## config.mk

```make
export PLATFORM = sky130hd
export DESIGN_NAME = trap_sequencer_flat
export DESIGN_NICKNAME = d
export VERILOG_FILES = /design/src/rtl/trap_pkg.sv /design/src/rtl/trap_sequencer_if.sv /design/src/rtl/trap_csr_file.sv /design/src/rtl/trap_sequencer.sv /design/src/flat_wrapper.sv
export SDC_FILE = /design/constraint.sdc
export NUM_CORES = 1
export LEC_CHECK = 0
export CAP_MARGIN = 10
export CORE_MARGIN = 2
export CORE_UTILIZATION = 25
export CTS_CLUSTER_SIZE = 16
export DETAILED_ROUTE_END_ITERATION = 10
export GPL_ROUTABILITY_DRIVEN = 0
export PLACE_DENSITY = 0.48
export SYNTH_ARGS = -nofsm -noshare
export SYNTH_HDL_FRONTEND = slang
export SYNTH_SLANG_ARGS = --single-unit
```

## constraint.sdc

```tcl
create_clock -name clk -period 7.6 [get_ports clk]
set_input_delay 1.9 -clock clk [delete_from_list [all_inputs] [get_ports clk]]
set_output_delay 1.9 -clock clk [all_outputs]
set_load 0.01 [all_outputs]
```

## src/rtl/trap_pkg.sv

```systemverilog
// Shared types and constants for the machine-mode trap sequencer.
package trap_pkg;

    localparam int unsigned XLEN    = 32;
    localparam int unsigned CSR_AW  = 12;
    localparam int unsigned PCSEL_W = 3;

    localparam int unsigned MSTATUS_MIE_BIT  = 3;
    localparam int unsigned MSTATUS_MPIE_BIT = 7;

    typedef enum logic [1:0] {
        RUN,
        TRAP_SAVE,
        TRAP_JUMP,
        MRET_JUMP
    } trap_state_e;

    typedef enum logic [PCSEL_W-1:0] {
        PC_PLUS4  = 3'b000,
        PC_JALR   = 3'b001,
        PC_BRANCH = 3'b010,
        PC_JAL    = 3'b011,
        PC_MTVEC  = 3'b100,
        PC_MEPC   = 3'b101
    } pc_sel_e;

    localparam logic [CSR_AW-1:0] CSR_MSTATUS = 12'h300;
    localparam logic [CSR_AW-1:0] CSR_MTVEC   = 12'h305;
    localparam logic [CSR_AW-1:0] CSR_MEPC    = 12'h341;
    localparam logic [CSR_AW-1:0] CSR_MCAUSE  = 12'h342;

    // PC-holding CSRs are always word aligned.
    function automatic logic [XLEN-1:0] align4(input logic [XLEN-1:0] v);
        return {v[XLEN-1:2], 2'b00};
    endfunction

endpackage

```

## src/rtl/trap_sequencer_if.sv

```systemverilog
// Core-side bus of the trap sequencer: decode/PC inputs, CSR port, redirect outputs.
interface trap_sequencer_if;
    import trap_pkg::*;

    logic                irq;
    logic                instr_done;
    logic                is_ecall;
    logic                is_mret;
    logic [XLEN-1:0]     next_pc;
    logic [PCSEL_W-1:0]  pcSource_in;
    logic                pcWrite_in;
    logic                csr_we;
    logic [CSR_AW-1:0]   csr_addr;
    logic [XLEN-1:0]     csr_wdata;

    logic [PCSEL_W-1:0]  pcSource;
    logic                pcWrite;
    logic                stall;
    logic                int_taken;
    logic [XLEN-1:0]     mtvec;
    logic [XLEN-1:0]     mepc;
    logic [XLEN-1:0]     csr_rdata;

    modport master (
        output irq, instr_done, is_ecall, is_mret, next_pc, pcSource_in, pcWrite_in,
               csr_we, csr_addr, csr_wdata,
        input  pcSource, pcWrite, stall, int_taken, mtvec, mepc, csr_rdata
    );

    modport slave (
        input  irq, instr_done, is_ecall, is_mret, next_pc, pcSource_in, pcWrite_in,
               csr_we, csr_addr, csr_wdata,
        output pcSource, pcWrite, stall, int_taken, mtvec, mepc, csr_rdata
    );

endinterface

```

## src/rtl/trap_csr_file.sv

```systemverilog
// mtvec/mepc/mcause/mstatus storage; trap and mret updates override software writes.
module trap_csr_file
    import trap_pkg::*;
#(
    parameter logic [31:0] RESET_VEC = 32'h0000_0000
) (
    input  logic               clk,
    input  logic               reset,
    input  logic               csr_we,
    input  logic [CSR_AW-1:0]  csr_addr,
    input  logic [XLEN-1:0]    csr_wdata,
    input  logic               epc_we,
    input  logic [XLEN-1:0]    epc_val,
    input  logic               trap_we,
    input  logic [XLEN-1:0]    trap_cause,
    input  logic               mret_we,
    output logic [XLEN-1:0]    mtvec,
    output logic [XLEN-1:0]    mepc,
    output logic               mie,
    output logic [XLEN-1:0]    csr_rdata
);

    logic [XLEN-1:0] mtvec_q, mtvec_d;
    logic [XLEN-1:0] mepc_q, mepc_d;
    logic [XLEN-1:0] mcause_q, mcause_d;
    logic            mie_q, mie_d;
    logic            mpie_q, mpie_d;

    always_ff @(posedge clk or posedge reset) begin
        if (reset) begin
            mtvec_q  <= RESET_VEC;
            mepc_q   <= '0;
            mcause_q <= '0;
            mie_q    <= 1'b0;
            mpie_q   <= 1'b0;
        end else begin
            mtvec_q  <= mtvec_d;
            mepc_q   <= mepc_d;
            mcause_q <= mcause_d;
            mie_q    <= mie_d;
            mpie_q   <= mpie_d;
        end
    end

    // Software write first; hardware sequencer updates later in the block win.
    always_comb begin
        mtvec_d  = mtvec_q;
        mepc_d   = mepc_q;
        mcause_d = mcause_q;
        mie_d    = mie_q;
        mpie_d   = mpie_q;

        if (csr_we) begin
            case (csr_addr)
                CSR_MSTATUS: begin
                    mie_d  = csr_wdata[MSTATUS_MIE_BIT];
                    mpie_d = csr_wdata[MSTATUS_MPIE_BIT];
                end
                CSR_MTVEC:  mtvec_d  = align4(csr_wdata);
                CSR_MEPC:   mepc_d   = align4(csr_wdata);
                CSR_MCAUSE: mcause_d = csr_wdata;
                default: ;
            endcase
        end

        if (epc_we) begin
            mepc_d = align4(epc_val);
        end
        if (trap_we) begin
            mcause_d = trap_cause;
            mpie_d   = mie_q;
            mie_d    = 1'b0;
        end
        if (mret_we) begin
            mie_d  = mpie_q;
            mpie_d = 1'b1;
        end
    end

    always_comb begin
        csr_rdata = '0;
        case (csr_addr)
            CSR_MSTATUS: begin
                csr_rdata[MSTATUS_MIE_BIT]  = mie_q;
                csr_rdata[MSTATUS_MPIE_BIT] = mpie_q;
            end
            CSR_MTVEC:  csr_rdata = mtvec_q;
            CSR_MEPC:   csr_rdata = mepc_q;
            CSR_MCAUSE: csr_rdata = mcause_q;
            default: ;
        endcase
    end

    assign mtvec = mtvec_q;
    assign mepc  = mepc_q;
    assign mie   = mie_q;

endmodule

```

## src/rtl/trap_sequencer.sv

```systemverilog
// Machine-mode trap/mret sequencer: redirects the PC and stalls the main FSM.
// Define IRQ_SYNC_EN to pass irq through a 2-flop synchronizer.
module trap_sequencer
    import trap_pkg::*;
#(
    parameter logic [31:0] RESET_VEC   = 32'h0000_0000,
    parameter logic [31:0] IRQ_CAUSE   = 32'h8000_000B,
    parameter logic [31:0] ECALL_CAUSE = 32'h0000_000B
) (
    input  logic             clk,
    input  logic             reset,
    trap_sequencer_if.slave  bus
);

    logic irq_s;

`ifdef IRQ_SYNC_EN
    logic irq_meta_q, irq_meta_d;
    logic irq_sync_q, irq_sync_d;

    always_comb begin
        irq_meta_d = bus.irq;
        irq_sync_d = irq_meta_q;
    end

    always_ff @(posedge clk or posedge reset) begin
        if (reset) begin
            irq_meta_q <= 1'b0;
            irq_sync_q <= 1'b0;
        end else begin
            irq_meta_q <= irq_meta_d;
            irq_sync_q <= irq_sync_d;
        end
    end

    assign irq_s = irq_sync_q;
`else
    assign irq_s = bus.irq;
`endif

    trap_state_e         state_q, state_d;
    logic [XLEN-1:0]     cause_q, cause_d;
    logic [PCSEL_W-1:0]  pc_source;
    logic                pc_write;
    logic                stall;
    logic                int_taken;
    logic                epc_we;
    logic                trap_we;
    logic                mret_we;
    logic                mie;

    always_ff @(posedge clk or posedge reset) begin
        if (reset) begin
            state_q <= RUN;
            cause_q <= '0;
        end else begin
            state_q <= state_d;
            cause_q <= cause_d;
        end
    end

    always_comb begin
        state_d   = state_q;
        cause_d   = cause_q;
        pc_source = bus.pcSource_in;
        pc_write  = bus.pcWrite_in;
        stall     = 1'b0;
        int_taken = 1'b0;
        epc_we    = 1'b0;
        trap_we   = 1'b0;
        mret_we   = 1'b0;

        case (state_q)
            RUN: begin
                if (bus.instr_done) begin
                    if (bus.is_mret) begin
                        state_d = MRET_JUMP;
                    end else if (bus.is_ecall) begin
                        state_d  = TRAP_SAVE;
                        cause_d  = ECALL_CAUSE;
                        pc_write = 1'b0;
                        epc_we   = 1'b1;
                    end else if (irq_s && mie) begin
                        state_d   = TRAP_SAVE;
                        cause_d   = IRQ_CAUSE;
                        pc_write  = 1'b0;
                        epc_we    = 1'b1;
                        int_taken = 1'b1;
                    end
                end
            end
            TRAP_SAVE: begin
                stall    = 1'b1;
                pc_write = 1'b0;
                trap_we  = 1'b1;
                state_d  = TRAP_JUMP;
            end
            TRAP_JUMP: begin
                stall     = 1'b1;
                pc_source = PC_MTVEC;
                pc_write  = 1'b1;
                state_d   = RUN;
            end
            MRET_JUMP: begin
                stall     = 1'b1;
                pc_source = PC_MEPC;
                pc_write  = 1'b1;
                mret_we   = 1'b1;
                state_d   = RUN;
            end
            default: state_d = RUN;
        endcase
    end

    trap_csr_file #(
        .RESET_VEC (RESET_VEC)
    ) u_csr (
        .clk        (clk),
        .reset      (reset),
        .csr_we     (bus.csr_we),
        .csr_addr   (bus.csr_addr),
        .csr_wdata  (bus.csr_wdata),
        .epc_we     (epc_we),
        .epc_val    (bus.next_pc),
        .trap_we    (trap_we),
        .trap_cause (cause_q),
        .mret_we    (mret_we),
        .mtvec      (bus.mtvec),
        .mepc       (bus.mepc),
        .mie        (mie),
        .csr_rdata  (bus.csr_rdata)
    );

    assign bus.pcSource  = pc_source;
    assign bus.pcWrite   = pc_write;
    assign bus.stall     = stall;
    assign bus.int_taken = int_taken;

endmodule

```

## src/flat_wrapper.sv

```systemverilog
// flat-port wrapper written by rule: the top's interface ports become plain ports
module trap_sequencer_flat import trap_pkg::*;
#(
    parameter logic [31:0] RESET_VEC   = 32'h0000_0000,
    parameter logic [31:0] IRQ_CAUSE   = 32'h8000_000B,
    parameter logic [31:0] ECALL_CAUSE = 32'h0000_000B
)
  (clk, reset, bus_irq, bus_instr_done, bus_is_ecall, bus_is_mret, bus_next_pc, bus_pcSource_in, bus_pcWrite_in, bus_csr_we, bus_csr_addr, bus_csr_wdata, bus_pcSource, bus_pcWrite, bus_stall, bus_int_taken, bus_mtvec, bus_mepc, bus_csr_rdata);
  trap_sequencer_if bus_i ();
  input  logic clk;
  input  logic reset;
  input wire logic [$bits(bus_i.irq)-1:0] bus_irq;
  input wire logic [$bits(bus_i.instr_done)-1:0] bus_instr_done;
  input wire logic [$bits(bus_i.is_ecall)-1:0] bus_is_ecall;
  input wire logic [$bits(bus_i.is_mret)-1:0] bus_is_mret;
  input wire logic [$bits(bus_i.next_pc)-1:0] bus_next_pc;
  input wire logic [$bits(bus_i.pcSource_in)-1:0] bus_pcSource_in;
  input wire logic [$bits(bus_i.pcWrite_in)-1:0] bus_pcWrite_in;
  input wire logic [$bits(bus_i.csr_we)-1:0] bus_csr_we;
  input wire logic [$bits(bus_i.csr_addr)-1:0] bus_csr_addr;
  input wire logic [$bits(bus_i.csr_wdata)-1:0] bus_csr_wdata;
  output wire logic [$bits(bus_i.pcSource)-1:0] bus_pcSource;
  output wire logic [$bits(bus_i.pcWrite)-1:0] bus_pcWrite;
  output wire logic [$bits(bus_i.stall)-1:0] bus_stall;
  output wire logic [$bits(bus_i.int_taken)-1:0] bus_int_taken;
  output wire logic [$bits(bus_i.mtvec)-1:0] bus_mtvec;
  output wire logic [$bits(bus_i.mepc)-1:0] bus_mepc;
  output wire logic [$bits(bus_i.csr_rdata)-1:0] bus_csr_rdata;
  assign bus_i.irq = bus_irq;
  assign bus_i.instr_done = bus_instr_done;
  assign bus_i.is_ecall = bus_is_ecall;
  assign bus_i.is_mret = bus_is_mret;
  assign bus_i.next_pc = bus_next_pc;
  assign bus_i.pcSource_in = bus_pcSource_in;
  assign bus_i.pcWrite_in = bus_pcWrite_in;
  assign bus_i.csr_we = bus_csr_we;
  assign bus_i.csr_addr = bus_csr_addr;
  assign bus_i.csr_wdata = bus_csr_wdata;
  assign bus_pcSource = bus_i.pcSource;
  assign bus_pcWrite = bus_i.pcWrite;
  assign bus_stall = bus_i.stall;
  assign bus_int_taken = bus_i.int_taken;
  assign bus_mtvec = bus_i.mtvec;
  assign bus_mepc = bus_i.mepc;
  assign bus_csr_rdata = bus_i.csr_rdata;
  trap_sequencer #(.RESET_VEC(RESET_VEC), .IRQ_CAUSE(IRQ_CAUSE), .ECALL_CAUSE(ECALL_CAUSE)) u_core (.clk(clk), .reset(reset), .bus(bus_i));
endmodule
```

### Word level (Yosys, flattened, before mapping)

Index checks and enable logic that the tools add are counted.

* bits in registers: 130
* word-level logic and storage cells: 78
* input bits: 87

* reductions and logical operators: 17
* muxes and demuxes: 44
* bitwise gates (word level): 1
* eq/ne operators: 9

Operators with widths (number)
* 32-bit 2-to-1 mux: 8
* 24-bit case mux with 3 select lines: 1
* 12-bit by 10-bit == test with 1-bit output, second input constant: 4
* 1-bit 2-to-1 mux: 24
* 3-bit case mux with 3 select lines: 2
* 2-bit AND reduction: 5
* 2-bit nonzero test: 5
* 2-bit 2-to-1 mux: 4
* 1-bit case mux with 4 select lines: 2
* 2-bit case mux with 3 select lines: 1
* 3-bit case mux with 2 select lines: 1
* 3-bit nonzero test: 2
* 2-bit == test, second input constant: 2
* 4-bit by 3-bit inequality test with 1-bit output, second input constant: 1
* 4-bit AND reduction: 1
* 1-bit case mux with 3 select lines: 1
* 3-bit OR reduction: 1
* 2-bit by 1-bit == test with 1-bit output, second input constant: 1
* 2-bit zero test: 1
* 2-bit inequality test, second input constant: 1
* 2-bit OR reduction: 1
* 1-bit logical AND: 1
* 1-bit NOT: 1

### Depth between registers and ports, before layout

* word-level depth: 8
* depth in mapped cells: 7
* gate-level depth less buffers: 4

### By module

Synthesis repeated with hierarchy kept, for this count alone.

* cell total of the unflattened synthesis: 611
* area total of the unflattened synthesis: 6044.5 sq um

Modules (own cells, without submodules)
* trap_csr_file: instances 1, cells each 583, area an instance 5775.5 sq um
* trap_sequencer: instances 1, cells each 28, area an instance 269.0 sq um

### Least setup slack after synthesis

Ideal clock, no wire load.

* path kind: input port to output port
* from: input bus_csr_addr[5]
* to: output bus_csr_rdata[10]
* setup slack: 2383 ps
* path buffers: 2
* cell stages on the path: 6
* arrival: 3317 ps
* cells stage by stage: or3_1 buf_6 nor4b_4 clkbuf_1 and2_1 a221o_1

* word-level cells in the longest chain between the ends: 2

RTL lines
* start, declared: RTL line flat_wrapper.sv:20 `input wire logic [$bits(bus_i.csr_addr)-1:0] bus_csr_addr;`
* 12-bit by 10-bit == test with 1-bit output: RTL line trap_csr_file.sv:82 `case (csr_addr)`
* 24-bit case mux with 3 select lines (*): RTL line trap_csr_file.sv:82
* end, declared: RTL line flat_wrapper.sv:28 `output wire logic [$bits(bus_i.csr_rdata)-1:0] bus_csr_rdata;`

Mark *: on every way between the ends. The rest lies on a longest branch, timed or not.

### Final worst setup path

* from: input bus_csr_addr[5]
* to: output bus_csr_rdata[17]

Same word-level chain as after synthesis.

==> flow_summary_export.csv <==
group,metric,value,unit
yosys,muxShareOfSynthArea,20.29,%
layout,syn2layout_area_growth,48.60,%
yosys,postSynth.asyncResetShare,100.0,%
power,p_leak,2.971,nW
yosys,synth_compound_area_share,10.85,%
worst_setup_path,setup.worst_path.start_class,"primary input",
timing,hold_viol,0,
worst_hold_path,hold_start,"u_core.cause_q[3]",
clock_network,clock_latency,0.34,ns
timing,rsz0062_at_grt,"false",
yosys,yosysSeqAreaShare,50.27,%
power,irDropWorstVdd,0.09598,mV
yosys,yosys.area_share.xor_xnor,0,%
timing,drv_slew,0,
clock_network,clk_path_buf_depth,2,
power,power_density,201.7,nW/um^2
yosys,synth_cells,435,
layout,antenna_cells,0,
floorplanning,dieArea,20650,um^2
drt,via_per_inst,4.612,
global_route,antenna_found_initial,0,
clock_network,cts_tree,"done",
global_route,grt_max_degree,63,
global_route,grt-busiest-layer,"met2",
timing,clock-skew-final,0.009610,ns
drt,first_iter_violations,146,
worst_hold_path,min_path_type,"reg -> reg",
worst_setup_path,crit_start,"bus_csr_addr[5]",
worst_setup_path,critPathRequiredTime,5.70,ns
clock_network,h-tree-depth,3,
yosys,synth.avg_cell_area,11.21,um^2
yosys,synth-simple-area-share,14.31,%
floorplanning,core_area,19330,um^2
global_route,met1_usage,18.70,%
yosys,synth-edff-count,0,
timing,hold_ws,0.4750,ns
global_route,grt_pass1_wl,23960,um
layout,design_area,7249,um^2
layout,final-seq-area,2452,um^2
global_route,grt_pass1_vias,4216,
clock_network,cts_hold_buf,0,
drt,wl_per_cell,17.76,um
clock_network,clkTransAtPathRegs,0.07,ns
run,maxCapViolations,0,
drt,route.detailed.drc,0,
timing,fin_ws,1.074,ns
floorplanning,initial_core_util,25.23,%
layout,layout-drive-gt1-share,10.97,%
layout,layout_common_cells,"182 x clkdlybuf4s50_1, 98 x dfrtp_1, 66 x nor2_1, 64 x mux2i_1, 37 x a21oi_1",
drt,wirelength,15560,um
layout,final_common_cell,"clkdlybuf4s50_1",
clock_network,cts_sinks,98,
place,port_buffers,182,
yosys,synth_top_family_by_area,"multiplexers",
clock_network,numCtsBuffers,9,
timing,fin_crit,6.526,ns
floorplanning,die_w,143.7,um
global_route,grt_use_met2,26.42,%
layout,multi_input_area,2261,um^2
worst_setup_path,critPathArrivalTime,4.63,ns
yosys,yosys_warnings,0,
worst_setup_path,path_class,"in -> out",
run_status,status,"finished clean",
yosys,ys.flop_type,"dfrtp_1",
clock_network,post_cts.repair.setup_buffers,0,
drt,dr_total_vias,4040,
worst_setup_path,cp_max_fo,15,
place,dpl_cell_area,6959,um^2
layout,nFillCells,1953,
yosys,synth_seq_cells,98,
timing,setup_viol,0,
drt,drtAntennaViolNets,0,
global_route,use_met3,4.032,%
floorplanning,io_pins,189,
global_route,globalRouteOverflowTotal,0,
timing,worstMarginPinSlew,1.034,ns
timing,fin_crit_sh,85.87,%
global_route,grt_usage,15.22,%
worst_setup_path,crit_path_end_kind,"output pin",
yosys,synthDistinctLibCells,34,
timing,max_freq,153.2,MHz
clock_network,root_buffer,"clkbuf_16",
layout,finalNetCount,694,
floorplanning,num_rows,51,
place,pre_cts_slack,1.014,ns
drt,drtPass1Iterations,4,
floorplanning,fp.dieH,143.7,um
timing,slew_headroom,30.89,%
yosys,synth_fa_ha_area_share,0,%
yosys,netlist_area,4878,um^2
place,hpwl,10370,um
timing,final.setup.tns,0,ns
clock_network,ctsResizeCount,0,
worst_setup_path,r2r_start,"u_core.state_q[1]",
-- state kept, by name, summed over array words and instances, names as in the netlist --
signal / cells
u_core.u_csr.mcause_q: 32
u_core.u_csr.mepc: 30
u_core.u_csr.mtvec: 30
u_core.cause_q: 2
u_core.state_q: 2
u_core.u_csr.mie: 1
u_core.u_csr.mpie_q: 1
-- power by group --
group	switching, mW	internal (mW)
clock	0.197	0.248
sequential	0.0642	0.597
combinational	0.148	0.208
total	0.409	1.05
-- final cells by class --
cell class	instances	share of cell area [%]
flip-flops and latches	98	33.83
well taps	265	4.574
inverters	4	0.2416
clock buffers	12	3.676
repair buffers	192	26.17
multi-input cells	302	31.19
clock inverters	3	0.3279
-- routing by layer --
metal	vias up	routed length, um
met2	141	7709
met1	1989	6836
li1	1902	-
met4	0	123
met5	-	0
met3	8	887
-- worst max-delay path: stages --
cell,delay [ns]
clkdlybuf4s50_1,0.41
nor3_1,0.37
nand4_1,0.31
nor2b_4,0.53
buf_4,0.35
a221o_1,0.18
clkdlybuf4s50_1,0.57
-- Yosys cell counts (2+ instances only) --
library cell | n | share of area, %
buf_6 | 4 | 0.92
nand4b_1 | 4 | 0.72
nor3b_1 | 3 | 0.46
nand4_1 | 3 | 0.38
a21o_1 | 2 | 0.31
a21oi_1 | 37 | 3.8
or2_2 | 2 | 0.26
nand3_1 | 3 | 0.31
mux2_2 | 31 | 7.2
mux2i_1 | 64 | 13
nand2_1 | 3 | 0.23
clkbuf_1 | 18 | 1.4
nor2_1 | 67 | 5.2
a221o_1 | 30 | 6.2
inv_1 | 4 | 0.31
dfrtp_1 | 98 | 50
nor3_1 | 2 | 0.21
nand3b_1 | 2 | 0.31
buf_2 | 5 | 0.51
buf_4 | 7 | 1.1
and2_1 | 29 | 3.7
nor2b_1 | 3 | 0.38
o21ai_0 | 2 | 0.21
nand2b_1 | 2 | 0.26
-- cell families after synthesis --
logic type      after synthesis
buf+inv                      38
other cells                   1
flops                        98
compound gates               73
simple gates                130
mux                          95
-- worst paths after layout --
| kind | end | slack, ns | cells past startpoint |
|---|---|---|---|
| worst max-delay path | bus_csr_rdata[17] | 1.07 | 7 |
| worst min-delay path | u_core.cause_q[3] | 0.47 | 1 |
| worst max register to register | u_core.u_csr.mepc[3] | 5.86 | 5 |
| worst min register to register | u_core.cause_q[3] | 0.47 | 1 |
| max in group asynchronous | u_core.u_csr.mtvec[31] | 4.48 | 3 |
| min in group asynchronous | u_core.u_csr.mepc[13] | 1.98 | 2 |
-- through the flow --
step | total power, mW | std cells | utilization, %
floorplan | 0.8036 | 438 | -
global placement | 1.027 | 861 | 35.99
detailed placement | 1.033 | 861 | 35.99
CTS | 1.491 | 876 | 37.49
global route | 1.549 | 876 | 37.49
finish | 1.462 | 876 | 37.49
Note: power is estimated with default switching activity, not from simulation.
